### src/rtl/brick_pkg.sv
// Shared brick-game definitions: field geometry, ball direction encodings
// (also used by ball_movement) and the brick_field state encoding.
package brick_pkg;

  localparam int FIELD_ROWS = 12;
  localparam int FIELD_COLS = 16;
  localparam int PADDLE_ROW = 11;
  localparam int MAP_W      = FIELD_ROWS * FIELD_COLS;

  typedef enum logic [1:0] {
    UP_RIGHT   = 2'b00,
    UP_LEFT    = 2'b01,
    DOWN_RIGHT = 2'b10,
    DOWN_LEFT  = 2'b11
  } dir_t;

  typedef enum logic [1:0] {
    S_LOAD = 2'd0,
    S_PLAY = 2'd1,
    S_OVER = 2'd2,
    S_WIN  = 2'd3
  } state_t;

endpackage

### src/rtl/brick_hit_detect.sv
// Combinational collision check: forms the vertical, horizontal and diagonal
// neighbour cells for a ball step and builds the brick clear mask and count.
module brick_hit_detect
  import brick_pkg::*;
(
  input  logic [MAP_W-1:0] bricks,
  input  logic [3:0]       row,
  input  logic [3:0]       col,
  input  logic [1:0]       dir,
  output logic [MAP_W-1:0] clear_mask,
  output logic [1:0]       n
);

  localparam logic signed [5:0] LAST_BRICK_ROW = 6'(PADDLE_ROW - 1);
  localparam logic signed [5:0] LAST_COL       = 6'(FIELD_COLS - 1);

  logic signed [5:0] v_row;
  logic signed [5:0] h_col;
  logic              v_ok, h_ok, d_ok;
  logic              v_hit, h_hit, d_hit;
  logic [7:0]        v_idx, h_idx, d_idx;

  always_comb begin
    // Column convention follows the ball: RIGHT moves toward column 0.
    v_row = $signed({2'b00, row}) + (dir[1] ? 6'sd1 : -6'sd1);
    h_col = $signed({2'b00, col}) + (dir[0] ? 6'sd1 : -6'sd1);

    v_ok = (v_row >= 6'sd0) && (v_row <= LAST_BRICK_ROW);
    h_ok = (h_col >= 6'sd0) && (h_col <= LAST_COL) && ({2'b00, row} <= LAST_BRICK_ROW);
    d_ok = v_ok && (h_col >= 6'sd0) && (h_col <= LAST_COL);

    v_idx = {v_row[3:0], col};
    h_idx = {row, h_col[3:0]};
    d_idx = {v_row[3:0], h_col[3:0]};

    v_hit = v_ok && bricks[v_idx];
    h_hit = h_ok && bricks[h_idx];
    d_hit = d_ok && bricks[d_idx];

    clear_mask = '0;
    n          = 2'd0;
    if (v_hit || h_hit) begin
      if (v_hit) clear_mask[v_idx] = 1'b1;
      if (h_hit) clear_mask[h_idx] = 1'b1;
      n = {1'b0, v_hit} + {1'b0, h_hit};
    end else if (d_hit) begin
      clear_mask[d_idx] = 1'b1;
      n = 2'd1;
    end
  end

endmodule

### src/rtl/brick_field.sv
// Playfield occupancy map and game-state FSM for the brick game.
// Optional score counter enabled by defining BRICK_FIELD_SCORE_EN.
module brick_field
  import brick_pkg::*;
#(
  parameter int BRICK_ROWS = 4,
  parameter int PADDLE_W   = 3
) (
  input  logic             clock,
  input  logic             reset,
  input  logic             step,
  input  logic [3:0]       Ball_rowIndex,
  input  logic [3:0]       Ball_colIndex,
  input  logic [1:0]       Ball_direction,
  input  logic [3:0]       paddle_col,
  input  logic             restart,
  output logic [MAP_W-1:0] data,
  output logic             IsGameOver,
  output logic             game_lost,
  output logic             game_won,
  output logic [7:0]       bricks_left,
  output logic [7:0]       score
);

  state_t           state;
  logic [3:0]       load_row;
  logic [MAP_W-1:0] bricks;
  logic [MAP_W-1:0] paddle_mask;
  logic [MAP_W-1:0] clear_mask;
  logic [1:0]       n;
  logic [7:0]       left_next;
  logic             lose;
  logic             play_step;
  logic             load_done;

  brick_hit_detect u_hit (
    .bricks     (bricks),
    .row        (Ball_rowIndex),
    .col        (Ball_colIndex),
    .dir        (Ball_direction),
    .clear_mask (clear_mask),
    .n          (n)
  );

  always_comb begin
    paddle_mask = '0;
    for (int c = 0; c < FIELD_COLS; c++) begin
      if (c >= int'(paddle_col) && c < int'(paddle_col) + PADDLE_W)
        paddle_mask[PADDLE_ROW*FIELD_COLS + c] = 1'b1;
    end
    data      = bricks | paddle_mask;
    left_next = bricks_left - {6'd0, n};
    lose      = (Ball_rowIndex == 4'(PADDLE_ROW));
    play_step = step && (state == S_PLAY);
    load_done = (state == S_LOAD) && (load_row == 4'(FIELD_ROWS - 1));
  end

  always_ff @(posedge clock) begin
    if (reset) begin
      state       <= S_LOAD;
      load_row    <= 4'd0;
      bricks      <= '0;
      bricks_left <= 8'd0;
      IsGameOver  <= 1'b1;
      game_lost   <= 1'b0;
      game_won    <= 1'b0;
    end else begin
      case (state)
        S_LOAD: begin
          bricks[{load_row, 4'd0} +: FIELD_COLS] <=
            (int'(load_row) < BRICK_ROWS) ? {FIELD_COLS{1'b1}} : {FIELD_COLS{1'b0}};
          if (load_done) begin
            state       <= S_PLAY;
            bricks_left <= 8'(BRICK_ROWS * FIELD_COLS);
            IsGameOver  <= 1'b0;
          end else begin
            load_row <= load_row + 4'd1;
          end
        end
        S_PLAY: begin
          if (step) begin
            // A ball in the paddle row slipped through a gap: loss beats any clear.
            if (lose) begin
              state      <= S_OVER;
              IsGameOver <= 1'b1;
              game_lost  <= 1'b1;
            end else begin
              bricks      <= bricks & ~clear_mask;
              bricks_left <= left_next;
              if (left_next == 8'd0) begin
                state      <= S_WIN;
                IsGameOver <= 1'b1;
                game_won   <= 1'b1;
              end
            end
          end
        end
        S_OVER, S_WIN: begin
          if (restart) begin
            state     <= S_LOAD;
            load_row  <= 4'd0;
            game_lost <= 1'b0;
            game_won  <= 1'b0;
          end
        end
        default: state <= S_LOAD;
      endcase
    end
  end

`ifdef BRICK_FIELD_SCORE_EN
  function automatic logic [7:0] sat_add(input logic [7:0] a, input logic [1:0] b);
    logic [8:0] s;
    s = {1'b0, a} + {7'd0, b};
    return s[8] ? 8'hFF : s[7:0];
  endfunction

  always_ff @(posedge clock) begin
    if (reset || load_done) begin
      score <= 8'd0;
    end else if (play_step && !lose) begin
      score <= sat_add(score, n);
    end
  end
`else
  assign score = 8'd0;
`endif

endmodule

### config.mk
export PLATFORM = sky130hd
export DESIGN_NAME = brick_field
export DESIGN_NICKNAME = d
export VERILOG_FILES = /design/src/rtl/brick_pkg.sv /design/src/rtl/brick_hit_detect.sv /design/src/rtl/brick_field.sv
export SDC_FILE = /design/constraint.sdc
export NUM_CORES = 1
export LEC_CHECK = 0
export CORE_ASPECT_RATIO = 0.5
export CORE_MARGIN = 1.5
export CORE_UTILIZATION = 25
export CTS_CLUSTER_SIZE = 28
export DETAILED_ROUTE_END_ITERATION = 6
export SETUP_SLACK_MARGIN = 0.1
export SYNTH_ARGS = -nofsm -noshare
export SYNTH_HDL_FRONTEND = slang
export SYNTH_HIERARCHICAL = 1
export SYNTH_SLANG_ARGS = --single-unit
export TNS_END_PERCENT = 20
### constraint.sdc
create_clock -name clock -period 10.15 [get_ports clock]
set_input_delay 3.045 -clock clock [delete_from_list [all_inputs] [get_ports clock]]
set_output_delay 3.045 -clock clock [all_outputs]
set_load 0.03 [all_outputs]
**After elaboration in Yosys (flattened, before gate mapping)**

Cells that the tools add are included.

- Register bits: 209
- Bits of input ports: 18
- Output and inout port bits: 211
- Word-level logic and storage cells: 184

- Add/subtract/negate cells: 7
- $lt $le $gt $ge: 43
- Equality and inequality tests: 13
- Shift-type cells: 2
- Multiplexer cells: 67
- Bitwise logic cells: 4
- Reduce and logical (&&, ||, !) cells: 41

Operators with widths:

| cell | count |
|---|---|
| $mux W192 | 7 |
| $or A192 B192 Y192 | 2 |
| $pmux W192 S2 | 1 |
| $lt A5 B32 Y1 const A | 7 |
| $and A192 B192 Y192 | 1 |
| $bwmux W192 | 1 |
| $not A192 Y192 | 1 |
| $shift A16 B10 Y192 const A | 1 |
| $shiftx A16 B10 Y192 | 1 |
| $lt A4 B32 Y1 const A | 4 |
| $lt A3 B32 Y1 const A | 2 |
| $lt A1 B32 Y1 const A | 1 |
| $lt A2 B32 Y1 const A | 1 |
| $mux W1 | 32 |
| $ge A4 B4 Y1 const A | 7 |
| $logic_and A1 B1 Y1 | 27 |
| $lt A8 B9 Y1 const B | 3 |
| $bmux W1 S8 | 3 |
| $demux W1 S8 | 3 |
| $ge A8 B1 Y1 const B | 3 |
| $mux W8 | 3 |
| $ge A3 B4 Y1 const A | 4 |
| $mux W16 | 1 |
| $pmux W8 S2 | 1 |
| other kinds (33) | 60 |

**Depth between registers and ports, before layout**

Gate-level depths: netlist of run 1.

- Depth after elaboration: 16
- Gate-level depth with buffers: 26
- Depth with buffers taken out: 23

**By module**

The synthesis of run 1 kept the hierarchy.

By module, submodules not included:

| module | times used | cells each | area an instance (um^2) | seq. area each (um^2) |
|---|---|---|---|---|
| brick_field | 1 | 1396 | 10835.4 | 4184.0 |
| brick_hit_detect | 1 | 703 | 6268.5 | 0.0 |

**Least setup slack after synthesis of run 1**

No wires, ideal clock.

- Path kind: input port to flip-flop
- From: input port Ball_colIndex[0]
- To: register state[1]
- Library setup time: 0.139 ns
- Arrival time: 8.614 ns
- Required time: 10.011 ns
- Slack: 1.397 ns
- Stages on the path: 25
- Buffers on the path: 3
- Cells stage by stage: buf_4 buf_4 inv_2 fa_1 xnor2_2 buf_4 mux4_2 mux2i_1 mux2i_1 mux4_2 nand3_1 a31o_2 ha_1 inv_1 a31oi_1 nand4_2 nor2_1 a22o_1 ha_1 inv_1 fa_1 or4_1 or3_1 o2111ai_1 a221oi_1

- Cells in the longest elaborated chain, start to end: 11
- Elaborated cells between the ends (all ways): 24
- Those cells by class: add/sub (3); order compare (2); eq/ne (1); mux (8); reduce/logical (10)

RTL lines:

| element | RTL line | source |
|---|---|---|
| start: declaration | brick_field.sv:13 | `input logic [3:0] Ball_colIndex,` |
| parallel branches: the longest is 6 deep, another holds $add A5 B6 Y6 | -- |  |
| $mux W2 (*) | brick_hit_detect.sv:42 | `if (v_hit \|\| h_hit) begin` |
| net n[0] | brick_field.sv:30 | `logic [1:0] n;` |
| $sub A8 B2 Y8 (*) | brick_field.sv:52 | `left_next = bricks_left - {6'd0, n};` |
| $logic_not A8 Y1 (*) | brick_field.sv:90 | `if (left_next == 8'd0) begin` |
| $ne A3 B2 Y1 (no source line) (*) | -- |  |
| $reduce_and A4 Y1 (no source line) (*) | -- |  |
| end signal: assignment | brick_field.sv:60 | `state <= S_LOAD;` |
| end signal: assignment | brick_field.sv:91 | `state <= S_WIN;` |
| end signal: assignment | brick_field.sv:100 | `state <= S_LOAD;` |
| end: declaration | brick_field.sv:25 | `state_t state;` |

Mark *: on every way through the listed nets, which the timed path passes. The select of a mux whose other input is x is not followed.
A chain may end at the register's enable or synchronous reset.

**Worst setup path after layout of run 1**

- From: input port Ball_direction[0]
- To: register game_won

- Cells in the longest elaborated chain, start to end: 12
- Elaborated cells between the ends (all ways): 22
- Those cells by class: add/sub (3); order compare (2); eq/ne (1); mux (7); reduce/logical (9)

RTL lines:

| element | RTL line | source |
|---|---|---|
| start: declaration | brick_field.sv:14 | `input logic [1:0] Ball_direction,` |
| $mux W6 (*) | brick_hit_detect.sv:26 | `h_col = $signed({2'b00, col}) + (dir[0] ? 6'sd1 : -6'sd1);` |
| $add A5 B6 Y6 (*) | brick_hit_detect.sv:26 |  |
| parallel branches: the longest is 5 deep, another holds $add A1 B1 Y2 | -- |  |
| $mux W2 (*) | brick_hit_detect.sv:42 |  |
| net n[0] | brick_field.sv:30 |  |
| $sub A8 B2 Y8 (*) | brick_field.sv:52 |  |
| $logic_not A8 Y1 (*) | brick_field.sv:90 |  |
| $ne A2 B1 Y1 (no source line) (*) | -- |  |
| $reduce_and A5 Y1 (no source line) (*) | -- |  |
| end signal: assignment | brick_field.sv:66 | `game_won <= 1'b0;` |
| end signal: assignment | brick_field.sv:93 | `game_won <= 1'b1;` |
| end signal: assignment | brick_field.sv:103 | `game_won <= 1'b0;` |
| end: declaration | brick_field.sv:20 | `output logic game_won,` |

Marked as above.

==> results.toml, run 1 <==
[timing]
fin_crit_ns = 9.108
clock.fmax_mhz = 109.8
setup_violations = 0
finalClockSkew_ns = 0.01058
whs_ns = 0.4663
finalHoldViolCount = 0
fin_crit_sh = 0.8973
setup_tns_ns = 0
slew_headroom = 0.1283
slew_viol_final = 0
rsz0062_at_grt = "no"
worst_slew_pin_slew_ns = 1.304

[detailed_routing]
via_count = 16830
viasPerCell = 5.741
routed_wirelength_microns = 70000
wl_per_cell_microns = 23.88
ant_nets = 0
drt_iter0_markers = 1993
drc = 0
first_pass_iters = 6

[clocking]
clk_latency_ns = 0.55
htree_num_levels = 1
clock_path_buffers = 3
cts_tree = "yes"
cts_sinks = 209
clk_pin_slew_worst_paths_ns = 0.06
cts_made_buffers = 25
post_cts_resized = 0
cts_setup_buffers = 0
hold_buffers = 0
cts_root_buf = "clkbuf_16"

[outcome]
status = "finished clean"

[logic_synthesis]
synth-xor-area-share = 0.005048
synth_top_family_by_area = "compound AO/OA/AOI/OAI gates"
ys_seq_elements = 209
synth.area.mux_share = 0.1582
synth_compound_area_frac = 0.2526
synthFlopType = "dfxtp_1"
syn_avg_cell_area_sq_um = 8.149
synth_edf_count = 0
ys_warn_count = 6
synth_top_area_frac = 0.2446
yosys.area_share.simple = 0.1511
synth_area_leaders = "dfxtp_1 24%, mux4_2 13%, buf_4 8.7%"
async_flop_share = 0
synth_fa_ha_area_frac = 0.02473
yosysTopAreaCell = "dfxtp_1"
ys_seq_area_frac = 0.2446
syn_area_sq_um = 17100
netlist-cell-type-count = 99
synth_cells = 2099

[grt]
grt_pass1_vias = 15440
antenna_found_initial = 3
grt_remaining_overflow = 0
grt_use_total = 0.1907
grt_first_pass_wirelength_microns = 103500
grt_max_degree = 106

[pwr]
pwr-share-seq = 0.381
clkPwrFrac = 0.386
finalPower_uw = 2299
intPower_uw = 1529
power_density_nw_per_um2 = 119.8
swShare = 0.3350
p_comb_frac = 0.233
max-vdd-ir-drop_uv = 88.50
p_sw_uw = 770.1
cellLeakagePower_uw = 0.006363

[place]
routabilityCongestion = 0.9982
dp_cells = 2887
port_buffers = 220
dp_hpwl_microns = 47420

[worst_setup_path]
timing.rr.start = "bricks[0]"
crit_path_end_kind = "register"
required_ns = 10.55
r2r-end = "game_won"
crit_type = "input port to register"
reg2regPathDepth = 20
crit_fanout = 11
cp.arrival_ns = 9.51
rrSetupSlack_ns = 4.72
start_kind = "input port"

[finish]
final_nets = 2067
fin_cells = 2931
mostFrequentLayoutCell = "a21oi_1"
area_growth_pct = 12.23
layout-drive-gt1-share = 0.1172
layout_common_cells = "262 x a21oi_1, 222 x nor2_1, 218 x clkdlybuf4s50_1"

[floorplanning]
die_area_sq_um = 70090
rows = 67
initial_core_util = 0.2541
io_pins = 229
core_sq_um = 67320
dieHeight_microns = 188.0
die_w_microns = 372.9

[flow_run]
cap_violations = 0

[worst_hold_path]
whs_endpoint = "bricks[128]"
min_path_type = "register to register"
worstHoldPathCells = 2
worstHoldStart = "bricks[128]"
==> layout make-up <==
| type | instances | area (sq um) |
|---|---|---|
| well taps | 897 | 1122 |
| multi-input cells | 1428 | 10190 |
| fillers | 7188 | 48120 |
| clock inverters | 5 | 52.55 |
| repair buffers | 272 | 2613 |
| inverters | 81 | 306.5 |
| clock buffers | 36 | 716.9 |
| flip-flops and latches | 209 | 4189 |
| diodes | 3 | 7.507 |
==> worst max-delay path, stage by stage <==
cell and delay, ns:
clkdlybuf4s50_1 0.53, inv_1 0.13, ha_1 0.50, xnor2_2 0.15, buf_4 0.27, mux4_4 0.66
mux2i_1 0.28, mux2i_1 0.13, mux4_2 0.54, nand3_1 0.13, a31o_2 0.17, ha_1 0.16
inv_1 0.06, a31oi_1 0.18, nand4_2 0.27, nor2_1 0.23, a22o_1 0.28, ha_1 0.19
inv_1 0.04, fa_1 0.43, or4_1 0.47, or3_1 0.35, o2111ai_1 0.16, o31ai_1 0.12
==> Yosys cell counts, types with 6 or more instances <==
cell	count
a21o_1	12
a21oi_1	262
a22oi_1	7
a31oi_1	8
a32oi_1	17
and2_1	6
and3_1	6
buf_2	48
buf_4	199
buf_6	20
clkbuf_1	105
dfxtp_1	209
ha_1	29
inv_1	77
mux2i_1	35
mux4_2	99
nand2_1	136
nand2b_1	29
nand3_1	60
nand4_1	7
nor2_1	222
nor2b_1	10
nor3_1	36
o21ai_0	51
o21ai_1	12
o22ai_1	195
o311ai_0	47
or3_1	8
xor2_1	6
==> flip-flops by register name, summed over array words and instances (netlist names) <==
register,cells
bricks_left,8
game_lost,1
bricks,192
load_row,4
state,2
game_won,1
IsGameOver,1
==> through the flow <==
step                  util  setup WS, ns  area, sq um
global placement    0.2736        0.6876        18420
finish              0.2852         1.042        19200
floorplan                -         1.397        17130
detailed placement  0.2736        0.5788        18420
global route        0.2852        0.6985        19200
CTS                 0.2851         1.106        19190
==> layer usage <==
metal | track usage | wire (microns)
met1 | 0.2385 | 26260
met4 | 0.06825 | 2646
met5 | 0 | 0
met2 | 0.3267 | 34060
met3 | 0.03641 | 7036
==> how the worst max path moves through the flow <==
| stage | start | cells past startpoint | slack (ns) | endpoint |
|---|---|---|---|---|
| floorplan | Ball_colIndex[0] | 25 | 1.40 | state[1] |
| global placement | Ball_direction[0] | 24 | 0.69 | bricks_left[6] |
| detailed placement | Ball_direction[0] | 24 | 0.58 | state[1] |
| CTS | Ball_direction[0] | 24 | 1.11 | state[1] |
| global route | Ball_direction[0] | 24 | 0.70 | state[1] |
| finish | Ball_direction[0] | 24 | 1.04 | game_won |
==> power groups by stage <==
stage	clock [uW]	sequential [uW]	combinational, uW
after global placement	0	893	517
after detailed placement	0	893	519
after CTS	897	875	520
after floorplan	0	873	372
after global routing	924	877	555
final	888	875	535
==> cell families (layout without fill, tap and decap cells) <==
group | Yosys count | count (layout)
compound gates | 679 | 679
flops | 209 | 209
xor+xnor | 9 | 9
simple gates | 560 | 560
buf+inv | 469 | 394
fa+ha+maj | 32 | 32
mux | 140 | 140
other cells | 1 | 11
No activity file was read; power rests on OpenSTA's default activity.
==> run 2, diff against run 1 <==
--- a/config.mk
+++ b/config.mk
@@ -10,6 +10,7 @@
 export CORE_UTILIZATION = 25
 export CTS_CLUSTER_SIZE = 28
 export DETAILED_ROUTE_END_ITERATION = 6
+export HOLD_SLACK_MARGIN = 0.15
 export SETUP_SLACK_MARGIN = 0.1
 export SYNTH_ARGS = -nofsm -noshare
 export SYNTH_HDL_FRONTEND = slang
==> results of run 2 <==
No change in the layout: final DEF, timing and power equal those of run 1.
